==> config.mk <==
export PLATFORM = sky130hd
export DESIGN_NAME = cache_replacer_flat
export DESIGN_NICKNAME = d
export VERILOG_FILES = /design/src/rtl/cache_replacer_if.sv /design/src/rtl/cache_replacer.sv /design/src/flat_wrapper.sv
export SDC_FILE = /design/constraint.sdc
export NUM_CORES = 1
export LEC_CHECK = 0
export ABC_CLOCK_PERIOD_IN_PS = 2700
export CORE_MARGIN = 2
export CORE_UTILIZATION = 35
export CTS_BUF_LIST = sky130_fd_sc_hd__clkbuf_8
export CTS_CLUSTER_DIAMETER = 200
export DETAILED_ROUTE_END_ITERATION = 12
export SLEW_MARGIN = 20
export SYNTH_ARGS = -nofsm -noshare
export SYNTH_HDL_FRONTEND = slang
export SYNTH_SLANG_ARGS = --single-unit
export TNS_END_PERCENT = 5
==> constraint.sdc <==
create_clock -name clk -period 2.7 [get_ports clk]
set_input_delay 0.54 -clock clk [delete_from_list [all_inputs] [get_ports clk]]
set_output_delay 0.54 -clock clk [all_outputs]
set_load 0.05 [all_outputs]
==> src/rtl/cache_replacer_if.sv <==
// Bundle of the cache_replacer update, query and victim-response signals.
// The replacer is the slave, and the cache controller is the master.
interface cache_replacer_if #(
   parameter int SET_NUM  = 8,
   parameter int SET_SIZE = 4
);
   localparam int SW = (SET_NUM > 1) ? $clog2(SET_NUM) : 1;
   localparam int WW = $clog2(SET_SIZE);

   logic          touch_valid;
   logic [SW-1:0] touch_set;
   logic [WW-1:0] touch_way;
   logic          fill_valid;
   logic [SW-1:0] fill_set;
   logic [WW-1:0] fill_way;
   logic          inv_valid;
   logic [SW-1:0] inv_set;
   logic [WW-1:0] inv_way;
   logic          query_valid;
   logic [SW-1:0] query_set;
   logic          victim_valid;
   logic [WW-1:0] victim_way;

   modport master (
      output touch_valid, touch_set, touch_way,
      output fill_valid, fill_set, fill_way,
      output inv_valid, inv_set, inv_way,
      output query_valid, query_set,
      input  victim_valid, victim_way
   );

   modport slave (
      input  touch_valid, touch_set, touch_way,
      input  fill_valid, fill_set, fill_way,
      input  inv_valid, inv_set, inv_way,
      input  query_valid, query_set,
      output victim_valid, victim_way
   );
endinterface

==> src/rtl/cache_replacer.sv <==
// Per-set rank/valid replacement state with LRU, FIFO or LFSR-random victim selection.
// A victim is answered one cycle after each query, and the answer is taken from the pre-update state.
module cache_replacer #(
   parameter int SET_NUM  = 8,
   parameter int SET_SIZE = 4,
   parameter int MODE     = 0
) (
   input logic            clk,
   input logic            resetn,
   cache_replacer_if.slave bus
);
   localparam int SW = (SET_NUM > 1) ? $clog2(SET_NUM) : 1;
   localparam int WW = $clog2(SET_SIZE);

   typedef logic [SET_SIZE-1:0][WW-1:0] rank_vec_t;
   typedef logic [SET_SIZE-1:0]         valid_vec_t;

   rank_vec_t     rank_q  [SET_NUM];
   rank_vec_t     rank_d  [SET_NUM];
   valid_vec_t    valid_q [SET_NUM];
   valid_vec_t    valid_d [SET_NUM];
   logic [15:0]   lfsr_q, lfsr_d;
   logic          victim_valid_q;
   logic [WW-1:0] victim_way_q, victim_way_d;

   // Ways ranked above w slide down one, and w becomes the newest.
   function automatic rank_vec_t promote(input rank_vec_t r, input logic [WW-1:0] w);
      rank_vec_t res;
      res = r;
      for (int j = 0; j < SET_SIZE; j++) begin
         if (r[j] > r[w]) res[j] = r[j] - WW'(1);
      end
      res[w] = WW'(SET_SIZE - 1);
      return res;
   endfunction

   function automatic logic [WW-1:0] pick_victim(input rank_vec_t r, input valid_vec_t v,
                                                 input logic [WW-1:0] rnd);
      logic [WW-1:0] sel;
      sel = rnd;
      if (MODE != 2) begin
         for (int j = 0; j < SET_SIZE; j++) begin
            if (r[j] == '0) sel = WW'(j);
         end
      end
      // The scan runs downward, so the lowest-index invalid way is written last and wins.
      for (int j = SET_SIZE - 1; j >= 0; j--) begin
         if (!v[j]) sel = WW'(j);
      end
      return sel;
   endfunction

   always_comb begin
      for (int s = 0; s < SET_NUM; s++) begin
         rank_d[s]  = rank_q[s];
         valid_d[s] = valid_q[s];
         if (bus.inv_valid && bus.inv_set == SW'(s)) valid_d[s][bus.inv_way] = 1'b0;
         // A fill to the set wins over a touch to the same set; the touch is dropped.
         if (bus.fill_valid && bus.fill_set == SW'(s)) begin
            rank_d[s]                   = promote(rank_q[s], bus.fill_way);
            valid_d[s][bus.fill_way]    = 1'b1;
         end else if (MODE == 0 && bus.touch_valid && bus.touch_set == SW'(s)) begin
            rank_d[s] = promote(rank_q[s], bus.touch_way);
         end
      end
      // The LFSR shifts right with taps 16,14,13,11, counting the bits 1..16 from the LSB.
      lfsr_d       = {lfsr_q[0] ^ lfsr_q[2] ^ lfsr_q[3] ^ lfsr_q[5], lfsr_q[15:1]};
      victim_way_d = pick_victim(rank_q[bus.query_set], valid_q[bus.query_set], lfsr_q[WW-1:0]);
   end

   always_ff @(posedge clk or negedge resetn) begin
      if (!resetn) begin
         for (int s = 0; s < SET_NUM; s++) begin
            for (int i = 0; i < SET_SIZE; i++) rank_q[s][i] <= WW'(i);
            valid_q[s] <= '0;
         end
         lfsr_q         <= 16'hACE1;
         victim_valid_q <= 1'b0;
         victim_way_q   <= '0;
      end else begin
         rank_q         <= rank_d;
         valid_q        <= valid_d;
         lfsr_q         <= lfsr_d;
         victim_valid_q <= bus.query_valid;
         if (bus.query_valid) victim_way_q <= victim_way_d;
      end
   end

   assign bus.victim_valid = victim_valid_q;
   assign bus.victim_way   = victim_way_q;
endmodule

==> src/flat_wrapper.sv <==
// flat-port wrapper written by rule: the top's interface ports become plain ports
module cache_replacer_flat 
#(
   parameter int SET_NUM  = 8,
   parameter int SET_SIZE = 4,
   parameter int MODE     = 0
)
  (clk, resetn, bus_touch_valid, bus_touch_set, bus_touch_way, bus_fill_valid, bus_fill_set, bus_fill_way, bus_inv_valid, bus_inv_set, bus_inv_way, bus_query_valid, bus_query_set, bus_victim_valid, bus_victim_way);
  cache_replacer_if #(.SET_NUM(SET_NUM), .SET_SIZE(SET_SIZE)) bus_i ();
  input logic clk;
  input logic resetn;
  input wire logic [$bits(bus_i.touch_valid)-1:0] bus_touch_valid;
  input wire logic [$bits(bus_i.touch_set)-1:0] bus_touch_set;
  input wire logic [$bits(bus_i.touch_way)-1:0] bus_touch_way;
  input wire logic [$bits(bus_i.fill_valid)-1:0] bus_fill_valid;
  input wire logic [$bits(bus_i.fill_set)-1:0] bus_fill_set;
  input wire logic [$bits(bus_i.fill_way)-1:0] bus_fill_way;
  input wire logic [$bits(bus_i.inv_valid)-1:0] bus_inv_valid;
  input wire logic [$bits(bus_i.inv_set)-1:0] bus_inv_set;
  input wire logic [$bits(bus_i.inv_way)-1:0] bus_inv_way;
  input wire logic [$bits(bus_i.query_valid)-1:0] bus_query_valid;
  input wire logic [$bits(bus_i.query_set)-1:0] bus_query_set;
  output wire logic [$bits(bus_i.victim_valid)-1:0] bus_victim_valid;
  output wire logic [$bits(bus_i.victim_way)-1:0] bus_victim_way;
  assign bus_i.touch_valid = bus_touch_valid;
  assign bus_i.touch_set = bus_touch_set;
  assign bus_i.touch_way = bus_touch_way;
  assign bus_i.fill_valid = bus_fill_valid;
  assign bus_i.fill_set = bus_fill_set;
  assign bus_i.fill_way = bus_fill_way;
  assign bus_i.inv_valid = bus_inv_valid;
  assign bus_i.inv_set = bus_inv_set;
  assign bus_i.inv_way = bus_inv_way;
  assign bus_i.query_valid = bus_query_valid;
  assign bus_i.query_set = bus_query_set;
  assign bus_victim_valid = bus_i.victim_valid;
  assign bus_victim_way = bus_i.victim_way;
  cache_replacer #(.SET_NUM(SET_NUM), .SET_SIZE(SET_SIZE), .MODE(MODE)) u_core (.clk(clk), .resetn(resetn), .bus(bus_i));
endmodule
==> reports/qor.yml, run 1 <==
run_status:
  status: "completed"
min_path:
  worst_hold_path_type: "input pin to async pin"
final_layout:
  antenna_cells: 0
  final-instance-count-excl-fill: 1630
  multi_input_area_um2: 6820
  area_growth_pct: 19.6
  drive_gt1_frac: 0.223
  postLayoutCoreUtil: 0.423
  seqCellArea_um2: 2930
  fin_nets: 1385
  nFillCells: 2766
clocking:
  clk_pin_slew_ps: 90
  clock_path_buffers: 2
  cts_max_level: 4
  cts-root-buf: "clkbuf_8"
  clock_latency_ps: 460
  cts_tree: "done"
  clock_sink_count: 115
  cts_made_buffers: 17
global_route:
  grt_start_max_net_pins: 44
  grt_antenna_before_repair: 0
  track_usage: 0.214
  overflow: 0
  grt_pass1_vias: 9113
  grt_pass1_wl_um: 50900
synthesis:
  synthesis.area_um2: 10100
  synth_top_area_share: 0.185
  synth_seq_cells: 115
  synth_edf_count: 0
  synth_nets: 1281
  netlist_top_cells_area: "dfrtp_1 (19%), ha_1 (16%), dfstp_2 (10%), o21ai_0 (8.4%), mux4_2 (8.2%)"
  async_flop_share: 1.00
  synth_top_area_cell: "dfrtp_1"
  netlist_instances: 1129
  ys_warn_count: 0
  synthFlopType: "dfrtp_1"
  synth.avg_cell_area_um2: 8.97
  seq_area_frac_synth: 0.289
  synth.distinct_cells: 60
setup_path:
  critPathCaptureType: "flop"
  critPathMaxFanout: 15
  crit_chain: "clkdlybuf4s50_1, buf_12, mux4_2, inv_2, ha_1, nor2b_1, o21ai_0, nor2_1, nor4_1, a21oi_1"
  slowest_delay_ps: 520
  reg2regPathDepth: 8
  reg2reg_to: "u_core.rank_q[51]$_DFFE_PN0P_"
  rrSetupSlack_ps: 420
  r2r-start: "u_core.rank_q[49]$_DFFE_PN0P_"
  startpoint: "bus_fill_way[1]"
  crit_arrival_ps: 2970
  cp_slowest_cell: "mux4_2"
  critPathLaunchType: "input pin"
  criticalPathCategory: "input pin to flop"
  required_ps: 3030
placed_design:
  port_buffers: 26
  preCtsSetupSlack_ps: -483
  placed_cells: 1592
  dp_hpwl_um: 23700
  gp_congestion: 0.908
die:
  initial_utilization: 0.354
  die_h_um: 174
  core_um2: 28600
  ios: 27
  die_w_um: 174
  rows: 62
  dieArea_um2: 30300
sta:
  rsz0062_at_grt: "yes"
  setup_violations: 0
  setup_ws_ps: 56.2
  timing.clock.skew_ps: 20.5
  finalCriticalPeriod_ps: 2640
  slew_viol_final: 0
  fmax_ghz: 0.378
  tightest_slew_ps: 1000
  finalCritPeriodShare: 0.979
  slew_headroom: 0.330
  finalHoldViolCount: 0
power:
  seqPwrFrac: 0.263
  power_switching_w: 0.00574
  powerDensity_nw_per_um2: 1060
  power.leakage_nw: 4.99
  p_clk_frac: 0.131
  power_frac_comb: 0.606
  swShare: 0.446
  irDropWorstVdd_mv: 0.391
  p_int_w: 0.00712
routing:
  ant_nets: 0
  wl_per_cell_um: 19.6
  drt_iter0_markers: 830
  viasPerCell: 5.83
  via_count: 9497
  first_pass_iters: 7
  drt_wl_total_um: 32000
  drc: 0
job:
  maxCapViolations: 0
## cell families after synthesis
kind of cell               Yosys count  share of synthesized area
AOI/OAI and AO/OA                  358                      0.219
xor gates and xnor gates             7                    0.00606
adders and majority gates          128                      0.158
buffers and inverters              118                     0.0497
DFF                                115                      0.289
muxes                               47                      0.100
and+or+nand+nor                    356                      0.177
## metrics by stage
step	power, W	setup TNS, ps	cell area [um^2]	hold WS, ps
floorplan	0.00812	-105	10100	244
global placement	0.0103	-23840	11500	336
detailed placement	0.0107	-25420	11500	339
CTS	0.0124	0	11900	23.3
global route	0.0142	-77.3	12100	40.2
finish	0.0129	0	12100	31.2
## power by group through the flow
stage,Combinational [W],Sequential (W),Clock [W]
4_1_cts,0.00732,0.00334,0.00171
5_1_grt,0.00891,0.00350,0.00181
2_1_floorplan,0.00510,0.00302,0
6_report,0.00779,0.00338,0.00169
3_5_place_dp,0.00728,0.00337,0
3_3_place_gp,0.00697,0.00334,0
## registers in the layout, summed over array words and instances (netlist names)
register,cells
u_core.bus.victim_valid,1
u_core.bus.victim_way,2
u_core.lfsr_q,16
u_core.rank_q,64
u_core.valid_q,32
## cells in the final DEF (no fill, tap or decap), types with 18 or more instances in the layout
cell,count
dfstp_2,40
nor2b_1,68
clkbuf_8,18
nor2_1,85
o22ai_1,31
ha_1,128
inv_1,44
nand2_1,109
o21ai_1,36
buf_4,111
o32ai_1,23
o21ai_0,126
a21oi_1,40
dfrtp_1,75
a32oi_1,25
nor4_1,20
clkdlybuf4s50_1,25
mux4_2,37
## synthesized netlist by cell type, types with 2 or more instances
cell and count:
nand4b_1 5, nor3_1 4, nor4_1 23, a2bb2oi_1 3, dfrtp_1 75, nor2b_1 70
mux4_1 5, clkbuf_8 3, or2_2 6, ha_1 128, mux2i_1 3, nand2_1 109
xnor2_1 6, a221oi_1 3, o311ai_0 4, buf_6 2, a21oi_1 40, mux2_2 2
a31oi_1 3, o32a_1 2, o211ai_1 11, mux4_2 37, a21boi_0 3, and2_1 3
nor4bb_1 4, a32oi_1 25, inv_1 57, nand4_1 4, o31a_1 3, nand4bb_1 4
o32ai_1 28, nand2b_1 12, nor2_1 85, clkbuf_1 43, a211oi_1 23, o21ai_0 169
and4b_1 3, buf_1 4, o22ai_1 31, dfstp_2 40, a211o_1 3, nand3_1 17
buf_2 7
## timing repair
| item | in CTS | in global routing |
|---|---|---|
| hold buffers | 0 | 0 |
| gates resized for setup | 0 | 83 |
| buffers inserted | 0 | 6 |
| endpoints found under the setup margin | 0 | 59 |
## worst max-delay path, delay by kind of cell
kind            cells  cell delay (ps)
buf+inv             3              810
mux                 1              520
simple gates        3              500
compound gates      2              340
fa+ha+maj           1              240
## layer usage
metal,vias to the layer above,track usage,part of all wire
li1,4490,-,-
met1,4617,0.300,0.46
met2,338,0.327,0.45
met3,52,0.0455,0.066
met4,0,0.0760,0.027
met5,-,0,0
## worst max path at each step
stage | cells past startpoint | slack (ps) | endpoint
after floorplan | 10 | -60 | u_core.rank_q[24]$_DFFE_PN0P_
after global placement | 10 | -460 | u_core.rank_q[24]$_DFFE_PN0P_
after detailed placement | 10 | -480 | u_core.rank_q[19]$_DFFE_PN0P_
after CTS | 10 | 10 | u_core.rank_q[3]$_DFFE_PN0P_
after global routing | 10 | -30 | u_core.rank_q[43]$_DFFE_PN0P_
final | 10 | 60 | u_core.rank_q[44]$_DFFE_PN0P_
## layout make-up
type,instances,area share
flip-flops and latches,115,0.242
repair buffers,145,0.104
well taps,384,0.0397
inverters,58,0.0186
multi-input cells,896,0.563
clock buffers,18,0.0205
clock inverters,14,0.0126
(Power assumes the default switching activity.)
==> run 2: changes to the inputs <==
CORE_UTILIZATION = 50   (was 35)
PLACE_DENSITY = 0.67   (was default)
==> reports/qor.yml, run 2 (same netlist as run 1, synthesis figures left out) <==
run_status:
  status: "completed"
placed_design:
  preCtsSetupSlack_ps: -478  # +5.04 ps
  port_buffers: 26  # unchanged
  placed_cells: 1466  # -7.9%
  gp_congestion: 0.930  # +2.4%
  dp_hpwl_um: 22300  # -6.2%
setup_path:
  reg2regPathDepth: 8  # unchanged
  cp_slowest_cell: "clkdlybuf4s50_1"
  crit_arrival_ps: 3000  # +30 ps
  rrSetupSlack_ps: 360  # -60 ps
  critPathCaptureType: "flop"
  crit_chain: "clkdlybuf4s50_1, buf_12, mux4_2, inv_1, ha_1, nor2b_1, o21ai_0, nor2_1, nor4_1, a21oi_1"
  r2r-start: "u_core.rank_q[48]$_DFFE_PN0P_"
  required_ps: 3090  # +60 ps
  slowest_delay_ps: 500  # -20 ps
  reg2reg_to: "u_core.rank_q[53]$_DFFE_PN1P_"
  criticalPathCategory: "input pin to flop"
  critPathMaxFanout: 13  # -2
  critPathLaunchType: "input pin"
sta:
  timing.clock.skew_ps: 11.0  # -9.53 ps
  rsz0062_at_grt: "yes"
  finalHoldViolCount: 0  # unchanged
  finalCritPeriodShare: 0.969  # -0.0103
  tightest_slew_ps: 714  # -288 ps
  fin_hold_ws_ps: 54.0  # +22.8 ps
  setup-tns-final_ps: 0  # unchanged
  setup_ws_ps: 83.9  # +27.8 ps
  setup_violations: 0  # unchanged
  slew_viol_final: 0  # unchanged
  finalCriticalPeriod_ps: 2620  # -27.8 ps
  slew_headroom: 0.524  # +0.194
  fmax_ghz: 0.382  # +1.1%
routing:
  wl_per_cell_um: 20.4  # +4.0%
  drt_iter0_markers: 827  # -0.36%
  drt_wl_total_um: 30600  # -4.1%
  first_pass_iters: 6  # -1
  viasPerCell: 6.35  # +8.9%
  via_count: 9534  # +0.39%
  ant_nets: 0  # unchanged
  drc: 0  # unchanged
clocking:
  clock_path_buffers: 2  # unchanged
  cts-root-buf: "clkbuf_8"
  clk_pin_slew_ps: 80  # about the same
  clock_sink_count: 115  # unchanged
  cts_tree: "done"
  hold_buffers: 0  # unchanged
  clock_latency_ps: 470  # about the same
  cts_made_buffers: 17  # unchanged
  cts_max_level: 4  # unchanged
final_layout:
  area_growth_pct: 16.0
  largest_reg_flops: 64  # unchanged
  drive_gt1_frac: 0.191  # -0.0322
  nFillCells: 1794  # -35%
  final-instance-count-excl-fill: 1502  # -7.9%
  largestRegisters: "u_core.rank_q (64), u_core.valid_q (32), u_core.lfsr_q (16)"
  mostFrequentLayoutCells: "o21ai_0 (143), ha_1 (128), nand2_1 (109)"
  regMostFlops: "u_core.rank_q"
  fin_nets: 1370  # -1.1%
  final_common_cell: "o21ai_0"
die:
  initial_utilization: 0.505  # +0.152
  dieArea_um2: 21400  # -29%
  die_w_um: 146  # -16%
  rows: 52  # -16%
  ios: 27  # unchanged
  die_h_um: 146  # -16%
  core_um2: 20000  # -30%
global_route:
  track_usage: 0.290  # +0.0761
  grt_pass1_wl_um: 48800  # -4.0%
  grt_antenna_before_repair: 1  # +1
  grt_start_max_net_pins: 45  # +2.3%
  grt_pass1_vias: 9114  # +0.011%
  overflow: 0  # unchanged
job:
  maxCapViolations: 0  # unchanged
power:
  power.leakage_nw: 4.92  # -1.3%
  irDropWorstVdd_mv: 0.584  # +49%
  powerDensity_nw_per_um2: 1050  # -1.4%
min_path:
  worst_hold_path_type: "input pin to async pin"
run 2: how the worst max path moves through the flow:
stage,start,end
detailed placement,bus_touch_way[1],u_core.rank_q[58]$_DFFE_PN1P_
finish,bus_fill_way[1],u_core.rank_q[62]$_DFFE_PN1P_
global placement,bus_touch_way[1],u_core.rank_q[58]$_DFFE_PN1P_
CTS,bus_touch_way[1],u_core.rank_q[58]$_DFFE_PN1P_
global route,bus_fill_way[1],u_core.rank_q[19]$_DFFE_PN0P_
floorplan,bus_touch_way[1],u_core.rank_q[24]$_DFFE_PN0P_
run 2: stage by stage:
step	instance area, um^2	utilization	power (W)
4_1_cts	11700	0.583	0.0121
5_1_grt	11700	0.586	0.0136
3_5_place_dp	11300	0.564	0.0105
2_1_floorplan	10100	-	0.00812
6_report	11700	0.586	0.0123
3_3_place_gp	11300	0.563	0.0101
run 2: layout make-up:
type                            instances  area (um^2)  share of cell area
Antenna cell                            1         2.50            0.000213
Timing Repair Buffer                  130         1150              0.0981
Multi-Input combinational cell        896         6720               0.572
Sequential cell                       115         2930               0.249
Inverter                               58          223              0.0190
Clock buffer                           17          234              0.0199
Clock inverter                         15          148              0.0126
Tap cell                              270          338              0.0288
run 2: power breakdown:
part | internal (W) | switching, W
clock network | 0.000752 | 0.000858
logic | 0.00359 | 0.00372
registers | 0.00244 | 0.000942
total | 0.00678 | 0.00552
run 2: critical path: cells and delay by family:
family	cells	cell delay (ps)
adders and majority gates	1	270
buffers and inverters	3	860
AOI/OAI and AO/OA	2	330
muxes	1	500
and+or+nand+nor	3	490
run 2: routing by layer:
metal / vias up / GRT usage / wire length, um
met5: - / 0 / 0
met4: 0 / 0.133 / 1370
li1: 4461 / - / -
met1: 4561 / 0.382 / 12600
met2: 424 / 0.447 / 13800
met3: 88 / 0.0806 / 2880
run 2: what timing repair did:
| action | CTS | global route |
|---|---|---|
| gates resized for setup | 0 | 38 |
| setup buffers | 0 | 2 |
| setup endpoints to repair | 0 | 60 |
